### src/rtl/counter_cmd_seq.sv
// ============================================================================
// Module   : counter_cmd_seq
// Purpose  : Command sequencer for the 4-bit counter. Queues host commands in
//            a FIFO, replays each one on enable/mode/D for its run length with
//            one idle cycle between commands, and keeps rco statistics.
//            Optional macro CMD_SEQ_RCO_STOP_EN: rco ends the running command.
// Revision : 1.0 - initial release
// ============================================================================
`default_nettype none

module counter_cmd_seq #(
    parameter int DEPTH = 4,
    parameter int LEN_W = 8
) (
    input  logic             clk,
    input  logic             reset,
    input  logic             cmd_valid,
    output logic             cmd_ready,
    input  logic [1:0]       cmd_mode,
    input  logic [3:0]       cmd_data,
    input  logic [LEN_W-1:0] cmd_len,
    input  logic             ctr_rco,
    input  logic             clr_stats,
    output logic             ctr_enable,
    output logic [1:0]       ctr_mode,
    output logic [3:0]       ctr_D,
    output logic             busy,
    output logic             cmd_done,
    output logic [7:0]       rco_count
);

    localparam int PTR_W = $clog2(DEPTH);
    localparam logic [PTR_W:0]   c_full_cnt  = (PTR_W+1)'(DEPTH);
    localparam logic [1:0]       c_mode_load = 2'b11;
    localparam logic [7:0]       c_rco_sat   = 8'hFF;
    localparam logic [LEN_W-1:0] c_len_one   = LEN_W'(1);

    typedef struct packed {
        logic [1:0]       mode;
        logic [3:0]       data;
        logic [LEN_W-1:0] len;
    } entry_t;

    typedef enum logic [0:0] {
        ST_IDLE = 1'b0,
        ST_RUN  = 1'b1
    } state_t;

    // ------------------------------------------------------------------
    // State
    // ------------------------------------------------------------------
    entry_t           mem_q [DEPTH];
    entry_t           mem_d [DEPTH];
    logic [PTR_W-1:0] wr_ptr_q, wr_ptr_d;
    logic [PTR_W-1:0] rd_ptr_q, rd_ptr_d;
    logic [PTR_W:0]   count_q, count_d;

    state_t           state_q, state_d;
    logic [LEN_W-1:0] rem_q, rem_d;
    logic             ctr_enable_q, ctr_enable_d;
    logic [1:0]       ctr_mode_q, ctr_mode_d;
    logic [3:0]       ctr_d_q, ctr_d_d;
    logic [7:0]       rco_count_q, rco_count_d;

    logic             w_push;
    logic             w_pop;
    logic             w_last;
    logic             w_done;
    entry_t           w_head;
    entry_t           w_new;

    assign cmd_ready = (count_q != c_full_cnt);
    assign w_push    = cmd_valid && cmd_ready;
    assign w_head    = mem_q[rd_ptr_q];
    assign w_new     = '{mode: cmd_mode, data: cmd_data, len: cmd_len};

`ifdef CMD_SEQ_RCO_STOP_EN
    // A returned ripple carry cuts the command short; loads are single-cycle anyway.
    assign w_last = (rem_q == c_len_one) || (ctr_rco && (ctr_mode_q != c_mode_load));
`else
    assign w_last = (rem_q == c_len_one);
`endif

    // ------------------------------------------------------------------
    // FIFO next state
    // ------------------------------------------------------------------
    always_comb begin
        mem_d    = mem_q;
        wr_ptr_d = wr_ptr_q;
        rd_ptr_d = rd_ptr_q;
        count_d  = count_q;
        if (w_push) begin
            mem_d[wr_ptr_q] = w_new;
            wr_ptr_d        = wr_ptr_q + PTR_W'(1);
        end
        if (w_pop) begin
            rd_ptr_d = rd_ptr_q + PTR_W'(1);
        end
        case ({w_push, w_pop})
            2'b10:   count_d = count_q + (PTR_W+1)'(1);
            2'b01:   count_d = count_q - (PTR_W+1)'(1);
            default: count_d = count_q;
        endcase
    end

    // ------------------------------------------------------------------
    // Sequencer FSM next state and outputs
    // ------------------------------------------------------------------
    always_comb begin
        state_d      = state_q;
        rem_d        = rem_q;
        ctr_enable_d = ctr_enable_q;
        ctr_mode_d   = ctr_mode_q;
        ctr_d_d      = ctr_d_q;
        w_pop        = 1'b0;
        w_done       = 1'b0;
        case (state_q)
            ST_IDLE: begin
                if (count_q != '0) begin
                    w_pop        = 1'b1;
                    state_d      = ST_RUN;
                    ctr_enable_d = 1'b1;
                    ctr_mode_d   = w_head.mode;
                    ctr_d_d      = w_head.data;
                    // A zero length still runs one cycle; a load never runs longer.
                    if ((w_head.mode == c_mode_load) || (w_head.len == '0)) begin
                        rem_d = c_len_one;
                    end else begin
                        rem_d = w_head.len;
                    end
                end
            end
            ST_RUN: begin
                if (w_last) begin
                    w_done       = 1'b1;
                    state_d      = ST_IDLE;
                    ctr_enable_d = 1'b0;
                end else begin
                    rem_d = rem_q - c_len_one;
                end
            end
            default: begin
                state_d      = ST_IDLE;
                ctr_enable_d = 1'b0;
            end
        endcase
    end

    // ------------------------------------------------------------------
    // rco statistics: clear has priority, count saturates
    // ------------------------------------------------------------------
    always_comb begin
        rco_count_d = rco_count_q;
        if (clr_stats) begin
            rco_count_d = '0;
        end else if (ctr_rco && ctr_enable_q && (rco_count_q != c_rco_sat)) begin
            rco_count_d = rco_count_q + 8'd1;
        end
    end

    // ------------------------------------------------------------------
    // Registers
    // ------------------------------------------------------------------
    always_ff @(posedge clk or negedge reset) begin
        if (!reset) begin
            for (int i = 0; i < DEPTH; i++) begin
                mem_q[i] <= '0;
            end
            wr_ptr_q     <= '0;
            rd_ptr_q     <= '0;
            count_q      <= '0;
            state_q      <= ST_IDLE;
            rem_q        <= '0;
            ctr_enable_q <= 1'b0;
            ctr_mode_q   <= 2'b00;
            ctr_d_q      <= 4'h0;
            rco_count_q  <= 8'h00;
        end else begin
            mem_q        <= mem_d;
            wr_ptr_q     <= wr_ptr_d;
            rd_ptr_q     <= rd_ptr_d;
            count_q      <= count_d;
            state_q      <= state_d;
            rem_q        <= rem_d;
            ctr_enable_q <= ctr_enable_d;
            ctr_mode_q   <= ctr_mode_d;
            ctr_d_q      <= ctr_d_d;
            rco_count_q  <= rco_count_d;
        end
    end

    assign ctr_enable = ctr_enable_q;
    assign ctr_mode   = ctr_mode_q;
    assign ctr_D      = ctr_d_q;
    assign busy       = (state_q == ST_RUN);
    assign cmd_done   = w_done;
    assign rco_count  = rco_count_q;

endmodule

`default_nettype wire

### config.mk
export PLATFORM = sky130hd
export DESIGN_NAME = counter_cmd_seq
export DESIGN_NICKNAME = d
export VERILOG_FILES = /design/src/rtl/counter_cmd_seq.sv
export SDC_FILE = /design/constraint.sdc
export NUM_CORES = 1
export LEC_CHECK = 0
export CELL_PAD_IN_SITES_DETAIL_PLACEMENT = 2
export CELL_PAD_IN_SITES_GLOBAL_PLACEMENT = 2
export CORE_MARGIN = 1
export CORE_UTILIZATION = 30
export DETAILED_ROUTE_END_ITERATION = 6
export PLACE_DENSITY = 0.7
export SLEW_MARGIN = 40
export SYNTH_ARGS = -nofsm -noshare
export SYNTH_HDL_FRONTEND = slang
export SYNTH_SLANG_ARGS = --single-unit
### constraint.sdc
create_clock -name clk -period 3.1 [get_ports clk]
set_clock_uncertainty 0.05 [all_clocks]
set_input_delay 0.31 -clock clk [delete_from_list [all_inputs] [get_ports clk]]
set_output_delay 0.31 -clock clk [all_outputs]
set_load 0.02 [all_outputs]
# --- Word level (Yosys, flattened, before mapping) ---
# Index checks and enable logic that the tools add are counted.
word_totals:
  register_bits: 87
  input_bits: 19
  out_inout_bits: 18
  wordCells: 76
op_classes:
  addsub: 6
  order_cmp: 3
  eq_ne: 9
  muxes: 22
  bitwise: 3
  n_reduce_logical: 12
op_table:
  columns: ["operator", "n"]
  rows:
  - ["$bwmux 56", 1]
  - ["$mux 14", 3]
  - ["$mux 8", 5]
  - ["$bmux 14 s2", 1]
  - ["$demux 14 s2", 1]
  - ["$pmux 8 s2", 1]
  - ["$add 8x1->8 const B", 1]
  - ["$eq 8x1->1 const B", 1]
  - ["$logic_not 8->1", 1]
  - ["$ne 8x8->1 const B", 1]
  - ["$sub 8x1->8 const B", 1]
  - ["$mux 1", 7]
  - ["$ge 3x3->1 const B", 2]
  - ["$not 2->3", 2]
  - ["$pmux 3 s2", 1]
  - ["$reduce_and 2->1", 3]
  - ["$add 2x1->2 const B", 2]
  - ["$eq 2x2->1 const B", 2]
  - ["$logic_and 1x1->1", 4]
  - ["$ne 2x2->1 const B", 2]
  - ["$pmux 1 s2", 2]
  - ["$reduce_bool 2->1", 2]
  - ["$add 3x1->3 const B", 1]
  - ["$lt 3x1->1 const B", 1]
  - ["7 further kinds", 7]

# --- Depth between registers and ports, before layout ---
logic_depth:
  word_depth: 9
  mapped_depth: 9
  mapped_depth_nobuf: 9

# --- Least setup slack after synthesis ---
# No wires, ideal clock.
synth_timing:
  path_kind: "register -> register"
  from: "reg state_q, in the netlist busy"
  to: "reg count_q[2]"
  setup_time_ns: 0.079
  t_arrival_ns: 2.199
  required_ns: 2.971
  slack_ns: 0.772
  stages_incl_launch_ff: 10
  path_buffers: 2
  period_less_slack_ns: 2.328
  path_cell_list: "dfrtp_1 > clkbuf_1 > nor2_1 > buf_1 > ha_1 > inv_1 > fa_1 > xor2_1 > nor2_1 > xor2_1"
synth_between:
  elab_chain_cells: 3
  word_cells_on_any_way: 5
  classes_between: "eq/ne: 2; mux: 2; reduce/logical: 1"
synth_lines:
  columns: ["item", "line", "source"]
  rows:
  - ["start: declaration", "58", "state_t state_q, state_d;"]
  - ["start signal: assignment", "183", "state_q <= state_d;"]
  - ["$mux 1 (*)", "117", "case (state_q)"]
  - ["net w_pop", "66", "logic w_pop;"]
  - ["$eq 2x1->1 / $eq 2x2->1 (equally long branches)", "99", "case ({w_push, w_pop})"]
  - ["$pmux 3 s2 / $reduce_bool 2->1 (equally long branches)", null, null]
  - ["end signal: assignment", "182", "count_q <= count_d;"]
  - ["end: declaration", "56", "logic [PTR_W:0] count_q, count_d;"]
# Mark *: on every way through the listed nets, which the timed path passes. The rest lies on a longest branch.
# A chain may end at the register's enable or synchronous reset.

# --- Worst setup path in the final report ---
layout_timing:
  from: "reg rem_q[1]"
  to: "out cmd_done"
layout_between:
  elab_chain_cells: 3
layout_lines:
  columns: ["item", "line", "source"]
  rows:
  - ["start: declaration", "59", "logic [LEN_W-1:0] rem_q, rem_d;"]
  - ["start signal: assignment", "184", "rem_q <= rem_d;"]
  - ["$eq 8x1->1", "81", "assign w_last = (rem_q == c_len_one);"]
  - ["$mux 1", "134", "if (w_last) begin"]
  - ["$mux 1", "117", null]
  - ["end: declaration", "28", "output logic cmd_done,"]
# Every way passes these cells.

==> metrics.csv <==
metric,value,unit
status,finished with violations,
violations,negative hold slack,
post-cts-setup-buffers,0,
drive_gt1_share,27.9,%
antenna_found_initial,0,
power.share.switching,33.3,%
fin_crit,2.60,ns
grt_pass1_wl,15700,um
r2r_setup_slack,0.76,ns
gp_congestion,0.712,
grt.overflow.total,0,
worstSetupEndpointType,output pin,
nFillCells,1341,
worstPathArrival,2.24,ns
fin_cells,527,
synthSimpleGateAreaFrac,7.38,%
io_buffers,36,
first_pass_iters,4,
intPower,3.37,mW
synthesis.nets,329,
dpl.hpwl,6410,um
layout_commonest_cell,dfrtp_1,
worstSetupPathType,reg -> out,
setup_viol,0,
clk_path_buf_depth,2,
worstPathCellList,"inv_1, ha_1, nor2b_1, and3_1, clkdlybuf4s50_1",
cpPeakStageDelay,0.62,ns
vdd_ir_drop_max,0.450,mV
cts_tree,done,
coreArea,13300,um^2
synthXorXnorAreaFrac,2.98,%
drcViolationCount,0,
clockPowerShare,22.2,%
hold_path.class,in -> async,
reg2regPathDepth,5,
power.leakage,2.08,nW
power.switching,1.68,mW
crit_required,2.74,ns
fmaxAchievable,385,MHz
post-route-util,37.6,%
synth_seq_area_share,52.9,%
synth_cells,301,
path_clk_slew,0.06,ns
postPlaceCellArea,4690,um^2
start_util,31.0,%
boundaryPins,37,
fin_crit_sh,83.9,%
grt_max_degree,88,
die_h,119,um
wirelength,9380,um
r2r_end,rem_q[0],
synth-seq-cells,87,
maxCapViolations,0,
cts_max_level,3,
clk_latency,0.35,ns
syn_avg_cell_area,13.7,um^2
grt_usage,14.8,%
nNetsFinal,374,
n_antenna_cell,0,
finalPower,5.05,mW
hold_buffers,0,
setup_slack,0.500,ns
post_drt_wl_per_cell,17.8,um
grt_pass1_vias,2948,
finalSetupTns,0,ns
cp_slowest_cell,clkdlybuf4s50_1,
cts_resized,0,
gr-usage-met2,26.6,%
vias_per_cell,4.93,
synthAdderAreaFrac,2.92,%
tightest_slew,0.718,ns
start_kind,flop,
final_antenna_net_count,0,
cts_sinks,87,
hold_viol,33,
slew_headroom,52.1,%
yosys-mux-area-fraction,26.1,%
met1_usage,16.7,%
finalInstanceArea,5000,um^2
yosysUniqueCellTypes,49,
die_width,119,um
synth-compound-area-share,5.04,%
synth_top_family_by_area,multiplexers,
pwr_density_cell,1010,nW/um^2
rsz0062_at_grt,false,
synth_async_sr_flop_share,100,%
first_iter_violations,74,
dieArea,14200,um^2
grt_most_used_layer,met2,
dp_slack,0.725,ns
syn_area,4120,um^2
dp_cells,511,
rows,42,
power_frac_seq,40.5,%
power_frac_comb,37.3,%
synthToLayoutAreaGrowth,21.5,%
r2r-start,rd_ptr_q[0],
synth-main-ff-cell,dfrtp_1,
crit_fanout,5,
whs,-0.0572,ns
final_cell_mix,"dfrtp_1 (87), mux2_2 (62), clkdlybuf4s50_1 (35), nand2_1 (23), nor2_1 (18)",
synth-edff-count,0,
cts_root_buffer,clkbuf_16,
drv_slew,0,
use_met3,4.41,%
cts_buffers,9,
ys_warn_count,0,
vias,2599,
-- critical path: cells and delay by family, from the launching register on --
kind / cells / cell delay [ns]
adders and majority gates: 1 / 0.18
buffers and inverters: 2 / 0.75
DFF: 1 / 0.42
and+or+nand+nor: 2 / 0.55
-- how the worst max path moves through the flow --
stage	startpoint	to	slack (ns)	depth (start not counted)
after global placement	rd_ptr_q[0]	rem_q[0]	0.79	5
final	rem_q[1]	cmd_done	0.50	5
after detailed placement	rd_ptr_q[0]	rem_q[0]	0.73	5
after CTS	rem_q[1]	cmd_done	0.48	5
after floorplan	busy	count_q[2]	0.77	9
after global routing	rem_q[1]	cmd_done	0.35	5
-- layout make-up --
type / count / area (um^2) / area share (%)
inverters: 12 / 45.0 / 0.900
repair buffers: 44 / 424 / 8.48
well taps: 176 / 220 / 4.40
flip-flops and latches: 87 / 2180 / 43.5
clock buffers: 11 / 243 / 4.85
clock inverters: 5 / 65.1 / 1.30
multi-input cells: 192 / 1830 / 36.5
-- power groups by stage --
stage / Combinational [mW] / Clock [mW] / Sequential [mW]
2_1_floorplan: 1.40 / 0 / 1.97
3_3_place_gp: 1.84 / 0 / 2.03
3_5_place_dp: 1.92 / 0 / 2.07
4_1_cts: 1.93 / 1.17 / 2.06
5_1_grt: 2.07 / 1.20 / 2.12
6_report: 1.88 / 1.12 / 2.04
-- registers in the layout, indices dropped and copies added (netlist names) --
| register | count |
|---|---|
| busy | 1 |
| count_q | 3 |
| ctr_D | 4 |
| ctr_enable | 1 |
| ctr_mode | 2 |
| mem_q | 56 |
| rco_count | 8 |
| rd_ptr_q | 2 |
| rem_q | 8 |
| wr_ptr_q | 2 |
-- logic make-up (layout without fill, tap and decap cells) --
| family | Yosys count | after routing |
|---|---|---|
| flip-flops | 87 | 87 |
| AO/OA/AOI/OAI | 27 | 27 |
| buffers and inverters | 22 | 72 |
| XOR/XNOR | 14 | 14 |
| multiplexers | 79 | 79 |
| AND/OR/NAND/NOR | 63 | 63 |
| adder cells (fa/ha/maj) | 9 | 9 |
-- synthesized netlist by cell type (2+ instances only) --
cell type	number	area (um^2)
mux4_1	8	210
nand2_1	23	86.3
dfrtp_1	87	2180
o211ai_1	2	15.0
mux2i_1	3	30.0
xor2_1	3	26.3
o21ai_0	6	30.0
a22oi_1	2	15.0
buf_2	5	25.0
ha_1	8	100
buf_1	2	7.51
a21oi_1	2	10.0
a2111oi_0	3	26.3
mux2_2	62	698
xnor2_1	11	96.3
nor4b_1	2	17.5
inv_1	12	45.0
a31oi_1	2	12.5
nand3_1	5	25.0
nor2_1	18	67.6
mux4_2	6	135
nor3_1	2	10.0
-- routing by layer --
metal | up-vias | routed length, um
met3 | 11 | 322
li1 | 1181 | -
met5 | - | 0
met2 | 38 | 5050
met4 | 0 | 116
met1 | 1369 | 3890
No activity file was read; power rests on OpenSTA's default activity.
